[config.mk]
export PLATFORM = sky130hd
export DESIGN_NAME = sharp_lcd_rx_monitor
export DESIGN_NICKNAME = d
export VERILOG_FILES = /design/src/rtl/sharp_lcd_rx_monitor.sv
export SDC_FILE = /design/constraint.sdc
export NUM_CORES = 1
export LEC_CHECK = 0
export BUFFER_PORTS_ARGS = -buffer_cell sky130_fd_sc_hd__buf_4
export CAP_MARGIN = 0
export CORE_UTILIZATION = 57
export DETAILED_ROUTE_END_ITERATION = 10
export PLACE_DENSITY = 0.89
export RECOVER_POWER = 50
export SLEW_MARGIN = 20
export SYNTH_ARGS = -nofsm -noshare
export SYNTH_HDL_FRONTEND = slang
export SYNTH_SLANG_ARGS = --single-unit
[constraint.sdc]
create_clock -name clk_12mhz -period 2.8 [get_ports clk_12mhz]
set_input_delay 0.14 -clock clk_12mhz [delete_from_list [all_inputs] [get_ports clk_12mhz]]
set_output_delay 0.14 -clock clk_12mhz [all_outputs]
set_load 0.03 [all_outputs]
[src/rtl/sharp_lcd_rx_monitor.sv]
// Decodes the LS013B7DH01 serial write stream (SCLK/SI/SCS) into parallel lines with status pulses.
// Latency: line_valid 1 clk after the last data sample edge. There is no backpressure; the serial stream cannot be stalled.
// Optional build macro SHARP_RX_MULTILINE_EN: one SCS window carries several addr+data+trailer groups.
module sharp_lcd_rx_monitor #(
    parameter int LEAD_BITS   = 8,
    parameter int NUM_LINES   = 168,
    parameter int DATA_BITS   = 144,
    parameter int TRAIL_BITS  = 8,
    parameter int SAMPLE_EDGE = 0
) (
    input  logic                 clk_12mhz,
    input  logic                 rst_n,
    input  logic                 SCLK,
    input  logic                 SI,
    input  logic                 SCS,
    output logic                 line_valid,
    output logic [7:0]           line_addr,
    output logic [DATA_BITS-1:0] line_data,
    output logic                 mode_vcom,
    output logic                 clear_pulse,
    output logic                 frame_err,
    output logic                 addr_err,
    output logic                 busy
);

    localparam logic [2:0] S_IDLE   = 3'd0;
    localparam logic [2:0] S_LEAD   = 3'd1;
    localparam logic [2:0] S_MODE   = 3'd2;
    localparam logic [2:0] S_ADDR   = 3'd3;
    localparam logic [2:0] S_DATA   = 3'd4;
    localparam logic [2:0] S_TRAIL  = 3'd5;
    localparam logic [2:0] S_IGNORE = 3'd6;

`ifdef SHARP_RX_MULTILINE_EN
    localparam bit MULTILINE = 1'b1;
`else
    localparam bit MULTILINE = 1'b0;
`endif

    localparam logic [2:0] S_AFTER_TRAIL = MULTILINE ? S_ADDR : S_IGNORE;

    localparam int MAX_AB = (DATA_BITS > LEAD_BITS) ? DATA_BITS : LEAD_BITS;
    localparam int MAX_CT = (MAX_AB > TRAIL_BITS) ? MAX_AB : TRAIL_BITS;
    localparam int MAXF   = (MAX_CT > 8) ? MAX_CT : 8;
    localparam int CW     = $clog2(MAXF + 1);

    logic                 sclk_s1, sclk_s2, sclk_s3;
    logic                 si_s1, si_s2;
    logic                 scs_s1, scs_s2, scs_d;
    logic [2:0]           state;
    logic [CW-1:0]        cnt;
    logic [6:0]           mode_sr;
    logic [7:0]           addr_sr;
    logic [DATA_BITS-2:0] data_sr;

    logic                 samp;
    logic                 scs_rise;
    logic [7:0]           mode_nx;
    logic [7:0]           addr_nx;
    logic [DATA_BITS-1:0] data_nx;

    always_ff @(posedge clk_12mhz or negedge rst_n) begin
        if (!rst_n) begin
            {sclk_s1, sclk_s2, sclk_s3} <= 3'b000;
            {si_s1, si_s2}              <= 2'b00;
            {scs_s1, scs_s2, scs_d}     <= 3'b000;
        end else begin
            sclk_s1 <= SCLK;
            sclk_s2 <= sclk_s1;
            sclk_s3 <= sclk_s2;
            si_s1   <= SI;
            si_s2   <= si_s1;
            scs_s1  <= SCS;
            scs_s2  <= scs_s1;
            scs_d   <= scs_s2;
        end
    end

    assign samp     = (SAMPLE_EDGE != 0) ? (sclk_s2 & ~sclk_s3) : (~sclk_s2 & sclk_s3);
    assign scs_rise = scs_s2 & ~scs_d;
    // Every field is LSB-first, so new bits enter at the top and drift down.
    assign mode_nx  = {si_s2, mode_sr};
    assign addr_nx  = {si_s2, addr_sr[7:1]};
    assign data_nx  = {si_s2, data_sr};
    assign busy     = (state != S_IDLE);

    always_ff @(posedge clk_12mhz or negedge rst_n) begin
        if (!rst_n) begin
            state       <= S_IDLE;
            cnt         <= '0;
            mode_sr     <= '0;
            addr_sr     <= '0;
            data_sr     <= '0;
            line_valid  <= 1'b0;
            line_addr   <= '0;
            line_data   <= '0;
            mode_vcom   <= 1'b0;
            clear_pulse <= 1'b0;
            frame_err   <= 1'b0;
            addr_err    <= 1'b0;
        end else begin
            line_valid  <= 1'b0;
            clear_pulse <= 1'b0;
            frame_err   <= 1'b0;
            addr_err    <= 1'b0;
            if (!scs_s2) begin
                // An empty ADDR between groups is the normal end of a multi-line window.
                if (state == S_DATA || (state == S_ADDR && (!MULTILINE || cnt != '0)))
                    frame_err <= 1'b1;
                state <= S_IDLE;
                cnt   <= '0;
            end else if (state == S_IDLE) begin
                if (scs_rise) begin
                    cnt <= '0;
                    if (LEAD_BITS == 0)
                        state <= S_MODE;
                    else if (samp && LEAD_BITS == 1)
                        state <= S_MODE;
                    else begin
                        state <= S_LEAD;
                        cnt   <= samp ? CW'(1) : '0;
                    end
                end
            end else if (samp) begin
                case (state)
                    S_LEAD: begin
                        if (cnt == CW'(LEAD_BITS - 1)) begin
                            cnt   <= '0;
                            state <= S_MODE;
                        end else
                            cnt <= cnt + 1'b1;
                    end
                    S_MODE: begin
                        mode_sr <= mode_nx[7:1];
                        if (cnt == CW'(7)) begin
                            cnt         <= '0;
                            mode_vcom   <= mode_nx[1];
                            clear_pulse <= mode_nx[2];
                            state       <= mode_nx[0] ? S_ADDR : S_IGNORE;
                        end else
                            cnt <= cnt + 1'b1;
                    end
                    S_ADDR: begin
                        addr_sr <= addr_nx;
                        if (cnt == CW'(7)) begin
                            cnt <= '0;
                            if (addr_nx == 8'd0 || addr_nx > 8'(NUM_LINES)) begin
                                addr_err <= 1'b1;
                                state    <= S_IGNORE;
                            end else
                                state <= S_DATA;
                        end else
                            cnt <= cnt + 1'b1;
                    end
                    S_DATA: begin
                        data_sr <= data_nx[DATA_BITS-1:1];
                        if (cnt == CW'(DATA_BITS - 1)) begin
                            cnt        <= '0;
                            line_valid <= 1'b1;
                            line_data  <= data_nx;
                            line_addr  <= addr_sr;
                            state      <= (TRAIL_BITS == 0) ? S_AFTER_TRAIL : S_TRAIL;
                        end else
                            cnt <= cnt + 1'b1;
                    end
                    S_TRAIL: begin
                        if (cnt == CW'(TRAIL_BITS - 1)) begin
                            cnt   <= '0;
                            state <= S_AFTER_TRAIL;
                        end else
                            cnt <= cnt + 1'b1;
                    end
                    default: ;
                endcase
            end
        end
    end

endmodule

* After elaboration in Yosys (flattened, before gate mapping) *
Index checks and enable logic that the tools add are counted.

storage, ports and cells
  register bits after elaboration = 334
  logic and storage cells = 94
  output and inout port bits = 158
  input bits = 5

operators by class
  multiplexer cells = 38
  equal/unequal tests = 16
  reduce and logical (&&, ||, !) cells = 13
  add/sub/neg operators = 1
  bitwise gates (word level) = 5
  order comparisons = 1

operators with widths
  kind                                                   count
  2-to-1 mux 8 bit                                       6
  2-to-1 mux 3 bit                                       10
  2-to-1 mux 1 bit                                       19
  case mux 8 bit (2 select lines)                        1
  case mux 3 bit (5 select lines)                        1
  inequality test 4 x 2 -> 1 bit, second input constant  3
  inequality test 4 bit, second input constant           3
  AND reduction 4 bit                                    3
  AND reduction 5 bit                                    2
  adder 8 x 1 -> 8 bit, second input constant            1
  equality test 8 x 3 -> 1 bit, second input constant    1
  equality test 8 bit, second input constant             1
  greater-than comparator 8 bit, second input constant   1
  logical NOT 8 bit                                      1
  AND reduction 8 bit                                    1
  inequality test 7 x 1 -> 1 bit, second input constant  1
  equality test 3 x 2 -> 1 bit, second input constant    2
  equality test 3 bit, second input constant             2
  OR reduction 4 bit                                     1
  equality test 3 x 1 -> 1 bit, second input constant    1
  logical NOT 3 bit                                      1
  inequality test 3 x 1 -> 1 bit, second input constant  1
  inequality test 3 bit, second input constant           1
  inverter 1 bit                                         3
  5 further kinds                                        7

* Longest topological paths before layout *
Gate-level depths: netlist of run 1.

  depth in word-level cells = 8
  gate-level depth with buffers = 8
  mapped depth without buffers = 6

* Worst setup path after synthesis of run 1 *
Ideal clock, no wire load.

  path kind = reg2reg
  from = register cnt[0]
  to = register line_data[100]
  setup time = 0.127 ns
  cell stages (with the launch flop) = 9
  path slack = 0.509 ns
  period minus slack after synthesis = 2.291 ns
  arrival time = 2.164 ns
  buffers on the path = 3
  data required time = 2.673 ns
  cell sequence = dfrtp_1 > ha_1 > nand2_1 > or4_1 > clkbuf_1 > nor3_2 > buf_4 > buf_6 > mux2_1

on the way
  word-level cells in the longest chain between the ends = 2

RTL lines
  item                           line  RTL
  start, declared                51    logic [CW-1:0] cnt;
  start signal, assigned         121   cnt <= samp ? CW'(1) : '0;
  start signal, assigned         131   cnt <= cnt + 1'b1;
  start signal, assigned         141   cnt <= cnt + 1'b1;
  equality test 8 bit            157   if (cnt == CW'(DATA_BITS - 1)) begin
  AND reduction 5 bit (no line)  --
  end signal, assigned           160   line_data <= data_nx;
  end, declared                  18    output logic [DATA_BITS-1:0] line_data,

Every way passes these cells.
A chain may end at the register's enable or synchronous reset.

* Worst setup path after layout of run 1 *
  from = register cnt[0]
  to = register line_data[19]

Same word-level chain as after synthesis.

==> impl_metrics.toml, run 1 <==
[run_status]
outcome = "finished, violations left"
violations = "capacitance limit, slew limit"

[timing]
slew_headroom = -0.4507
clock_skew_ns = 0.01272
worst_pin_slew_ns = 2.176
finalCriticalPeriod_ns = 2.495
hold_violations = 0
clock.fmax_ghz = 0.4007
maxSlewViolCount = 93
fin_crit_sh = 0.8912
finalSetupViolCount = 0
tns_ns = 0
rsz0062_at_grt = "false"

[hold_path]
min_path_type = "in2reg"
worstHoldStart = "SI"
hold_depth = 2
min_delay_worst_endpoint = "si_s1$_DFF_PN0_"

[synthesis]
synth.top_cell.area_share = 0.6639
synth-seq-cells = 334
yosysWarnings = 0
yosys-top-cells-area = "dfrtp_1, mux2_2, mux2_1"
syn_nets = 777
ys_seq_area_frac = 0.6639
syn_area_um2 = 12590
yosysTopAreaCell = "dfrtp_1"
syn_area_per_cell_um2 = 16.33
synth.distinct_cells = 39
synth_cells = 771

[cells_and_area]
drive_gt1_frac = 0.3179
multi_input_area_um2 = 4001
fin_util = 0.6791
n_antenna_cell = 0
design_area_um2 = 14770
area_delta_synth_final_pct = 17.36
nFillCells = 1569
nets = 956
seqCellArea_um2 = 8358

[cts]
max-clock-path-buffers = 3
clkTransAtPathRegs_ns = 0.06
clock_latency_ns = 0.50
clock-sinks = 334
cts_root_buf = "clkbuf_16"
post_cts_resized = 0
htree_levels = 2
numCtsBuffers = 35
tritoncts = "yes"

[placement]
hpwl_um = 14310
place_congestion = 0.8170
io_buffers = 162
dpl-instance-area_um2 = 14170

[global_route]
antenna_found_initial = 0
grt_pass1_wl_um = 36580
grt_usage = 0.2060
gr-total-overflow = 0
first_global_vias = 7106
grt_max_degree = 145

[critical_path]
cp_max_fo = 31
reg2regPathDepth = 7
cp-start-kind = "register"
slowest_stage = "or4_1"
rrSetupSlack_ns = 0.30
worstReg2RegEnd = "line_data[19]$_DFFE_PN0P_"
cp.required_ns = 3.18
reg2reg_from = "cnt[0]$_DFFE_PN0P_"
critPathCaptureType = "register"
crit_path_cell_trace = "ha_1, nand2_1, or4_1, nor3_4, buf_12, buf_4, mux2_2"
crit_type = "reg2reg"
crit_arrival_ns = 2.88
slowest_delay_ns = 0.52

[detailed_routing]
drt_iter0_markers = 308
ant_nets = 0
routed_wl_um = 22480
wire_per_inst_um = 17.91
viasPerCell = 5.414
drc = 0
drt-pass1-iter-count = 4
vias = 6794

[floorplanning]
initial_utilization = 0.5786
die_y_um = 150.6
fp-row-count = 54
die_area_um2 = 22680
dieWidth_um = 150.6
coreArea_um2 = 21760
ios = 163

[pwr]
p_per_area_nw_per_um2 = 673.2
ir_drop_mv = 0.5298
leakagePower_nw = 7.562

[flow_run]
maxCapViolations = 1
[cell usage after synthesis (all sizes together)]
cell,count
dfrtp,334
mux2,311
buf,32
nor2,15
nand2,12
o21ai,7
clkbuf,6
nor3,5
xor2,5
nand2b,4
nand3,4
a21oi,3
inv,3
nand3b,3
nand4,3
or3,3
a32o,2
and2,2
and3,2
nor2b,2
nor4,2
a211o,1
a211oi,1
a22o,1
a22oi,1
ha,1
nor4b,1
o211ai,1
o21a,1
o31a,1
o31ai,1
or4,1
[cells in the final DEF (no fill, tap or decap), types with 5 or more instances in the layout]
master / n
buf_12: 9
buf_4: 8
clkbuf_1: 160
clkbuf_16: 37
clkbuf_8: 9
clkinv_2: 6
dfrtp_1: 334
mux2_1: 80
mux2_2: 231
nand2_1: 12
nor2_1: 15
o21ai_0: 6
xor2_1: 5
[registers in the layout, indices dropped and copies added (netlist names)]
name,count
addr_err,1
addr_sr,8
clear_pulse,1
cnt,8
data_sr,143
frame_err,1
line_addr,8
line_data,144
line_valid,1
mode_sr,7
mode_vcom,1
sclk_s1,1
sclk_s2,1
sclk_s3,1
scs_d,1
scs_s1,1
scs_s2,1
si_s1,1
si_s2,1
state,3
[per-layer routing]
metal / GRT usage / part of all wire
met2: 0.3304 / 0.48
met4: 0.05800 / 0.016
met3: 0.06394 / 0.074
met5: 0 / 0
met1: 0.2723 / 0.43
[cells by family after synthesis]
kind of cell	share of synthesized area
flip-flops	0.6640
multiplexers	0.2782
AND/OR/NAND/NOR	0.02405
buffers and inverters	0.01869
AO/OA/AOI/OAI	0.01064
XOR/XNOR	0.003479
adder cells (fa/ha/maj)	0.0009938
[power by group]
part | total [mW] | internal [mW] | switching (mW) | leakage, nW
Combinational | 0.446 | 0.165 | 0.281 | 2.35
Clock | 4.53 | 2.75 | 1.78 | 0.570
Sequential | 4.97 | 4.89 | 0.0773 | 4.64
[final cells by class]
| cell class | count | area share |
|---|---|---|
| clock buffers | 52 | 0.07258 |
| clock inverters | 10 | 0.005674 |
| inverters | 3 | 0.0007622 |
| multi-input cells | 396 | 0.2708 |
| flip-flops and latches | 334 | 0.5657 |
| well taps | 280 | 0.02371 |
| repair buffers | 180 | 0.06072 |
[timing repair]
action	CTS	global route
hold buffers	4	0
endpoints found under the hold margin	93	0
setup buffers	0	0
[worst max-delay path, delay by kind of cell, from the launching register on]
family,cells,cell delay (ns)
multiplexers,1,0.36
flip-flops,1,0.39
buffers and inverters,2,0.53
adder cells (fa/ha/maj),1,0.22
AND/OR/NAND/NOR,3,0.86
[stage by stage]
step | total power [mW] | worst slack (ns) | hold slack [ns] | cells
finish | 9.946 | 0.3046 | 0.3150 | 1255
global route | 10.32 | 0.08717 | 0.2913 | 1255
CTS | 10.08 | 0.2862 | 0.2613 | 1255
detailed placement | 5.508 | 0.3089 | 0.2318 | 1189
global placement | 5.491 | 0.3629 | 0.2270 | 1189
floorplan | 5.316 | 0.5089 | -0.1556 | 771
[worst max path at each step]
stage                       startpoint                          to  slack [ns]  cells after the start
floorplan           cnt[0]$_DFFE_PN0P_  line_data[100]$_DFFE_PN0P_        0.51                      8
global placement    cnt[0]$_DFFE_PN0P_   line_data[17]$_DFFE_PN0P_        0.36                      7
detailed placement  cnt[0]$_DFFE_PN0P_   line_data[19]$_DFFE_PN0P_        0.31                      7
finish              cnt[0]$_DFFE_PN0P_   line_data[19]$_DFFE_PN0P_        0.30                      7
global route                     rst_n   line_data[13]$_DFFE_PN0P_        0.09                      3
CTS                 cnt[0]$_DFFE_PN0P_   line_data[19]$_DFFE_PN0P_        0.29                      7
Power figures use the tool's default switching activity.
==> run 2, diff against run 1 <==
--- a/config.mk
+++ b/config.mk
@@ -7,9 +7,10 @@
 export LEC_CHECK = 0
 export BUFFER_PORTS_ARGS = -buffer_cell sky130_fd_sc_hd__buf_4
 export CAP_MARGIN = 0
-export CORE_UTILIZATION = 57
+export CORE_UTILIZATION = 60
+export CTS_BUF_LIST = sky130_fd_sc_hd__clkbuf_4
 export DETAILED_ROUTE_END_ITERATION = 10
-export PLACE_DENSITY = 0.89
+export PLACE_DENSITY = 0.92
 export RECOVER_POWER = 50
 export SLEW_MARGIN = 20
 export SYNTH_ARGS = -nofsm -noshare
==> impl_metrics.toml, run 2 (synthesis results as in run 1) <==
[run_status]
outcome = "finished, violations left"
violations = "capacitance limit, slew limit"

[timing]
clock_skew_ns = 0.03919
finalSetupViolCount = 0
clock.fmax_ghz = 0.4052
hold_violations = 0
maxSlewViolCount = 88
tns_ns = 0
finalCriticalPeriod_ns = 2.468
rsz0062_at_grt = "false"
fin_crit_sh = 0.8813
worst_pin_slew_ns = 2.165
slew_headroom = -0.4431

[detailed_routing]
drc = 0
drt-pass1-iter-count = 4
ant_nets = 0
vias = 7177
drt_iter0_markers = 277
wire_per_inst_um = 17.44
routed_wl_um = 22860
viasPerCell = 5.474

[critical_path]
cp.required_ns = 3.34
cp-start-kind = "register"
crit_arrival_ns = 3.01
cp_max_fo = 50
crit_type = "reg2reg"
critPathCaptureType = "register"

[hold_path]
min_path_type = "in2reg"

[cells_and_area]
multi_input_area_um2 = 4001
largest_register = "line_data"
nets = 1006
final_cell_mix = "dfrtp_1, mux2_2, clkbuf_4, buf_4, mux2_1"
largestRegisters = "line_data: 144 flops, data_sr: 143 flops"
nFillCells = 1390
largest_reg_flops = 144
final_common_cell = "dfrtp_1"
seqCellArea_um2 = 8358
area_delta_synth_final_pct = 17.79
design_area_um2 = 14830
drive_gt1_frac = 0.4419
n_antenna_cell = 0

[pwr]
ir_drop_mv = 0.3570
leakagePower_nw = 7.905
p_per_area_nw_per_um2 = 618.9

[global_route]
grt_max_degree = 145
gr-total-overflow = 0
antenna_found_initial = 0
first_global_vias = 7686
grt_pass1_wl_um = 38040
grt_usage = 0.2219

[placement]
io_buffers = 162
dpl-instance-area_um2 = 14130
hpwl_um = 14270
place_congestion = 0.8246

[floorplanning]
fp-row-count = 52
initial_utilization = 0.6162
die_area_um2 = 21560
die_y_um = 146.8
coreArea_um2 = 20430
dieWidth_um = 146.8
ios = 163

[cts]
htree_levels = 3
clock_latency_ns = 0.67
clock-sinks = 334
postCtsHoldBufs = 4
clkTransAtPathRegs_ns = 0.06
post_cts_resized = 0
tritoncts = "yes"
numCtsBuffers = 84
max-clock-path-buffers = 3
cts_setup_buffers = 0
cts_root_buf = "clkbuf_4"

[flow_run]
maxCapViolations = 1
==> run 2: cell type report <==
| type | count | area share |
|---|---|---|
| flip-flops and latches | 334 | 0.5637 |
| multi-input cells | 396 | 0.2699 |
| repair buffers | 181 | 0.07881 |
| clock buffers | 116 | 0.05873 |
| well taps | 270 | 0.02278 |
| clock inverters | 11 | 0.005400 |
| inverters | 3 | 0.0007594 |
==> run 2: worst max-delay path: stages, from the launching register on <==
cell and delay [ns]:
dfrtp_1 0.40, ha_1 0.23, nand2_1 0.09, or4_1 0.52
nor3_4 0.28, buf_12 0.16, buf_12 0.27, mux2_1 0.37
==> run 2: path summary, 6_finish.rpt <==
| path | from | end | slack [ns] | cells past startpoint |
|---|---|---|---|---|
| max in group asynchronous | rst_n | data_sr[8]$_DFFE_PN0P_ | 0.59 | 3 |
| max reg2reg | cnt[1]$_DFFE_PN0P_ | line_data[101]$_DFFE_PN0P_ | 0.33 | 7 |
| min | SCS | scs_s1$_DFF_PN0_ | 0.13 | 2 |
| max | cnt[1]$_DFFE_PN0P_ | line_data[101]$_DFFE_PN0P_ | 0.33 | 7 |
| min reg2reg | sclk_s1$_DFF_PN0_ | sclk_s2$_DFF_PN0_ | 0.35 | 0 |
| min in group asynchronous | rst_n | line_data[138]$_DFFE_PN0P_ | 0.66 | 2 |
==> run 2: per-layer routing <==
layer  wire [µm]  global-route usage  vias up
li1            -                   -     3238
met1        9648              0.2855     3662
met2       10920              0.3434      223
met3        1750             0.07702       54
met4         536             0.09740        0
met5           0                   0        -
==> run 2: per-stage QoR <==
stage	total power, mW	instances	hold slack [ns]	utilization	setup WS [ns]
6_report	9.177	1311	0.1294	0.7258	0.3323
5_1_grt	9.605	1311	0.09275	0.7258	0.1727
4_1_cts	9.333	1311	0.04344	0.7403	0.3418
3_5_place_dp	5.513	1180	0.1962	0.6918	0.3491
3_3_place_gp	5.492	1180	0.1889	0.6918	0.4308
2_1_floorplan	5.316	771	-0.1556	-	0.5089
==> run 2: power breakdown <==
part / leakage, nW / internal [mW] / switching, mW
sequential: 4.64 / 4.89 / 0.0810
combinational: 2.69 / 0.163 / 0.282
clock: 0.569 / 1.97 / 1.79
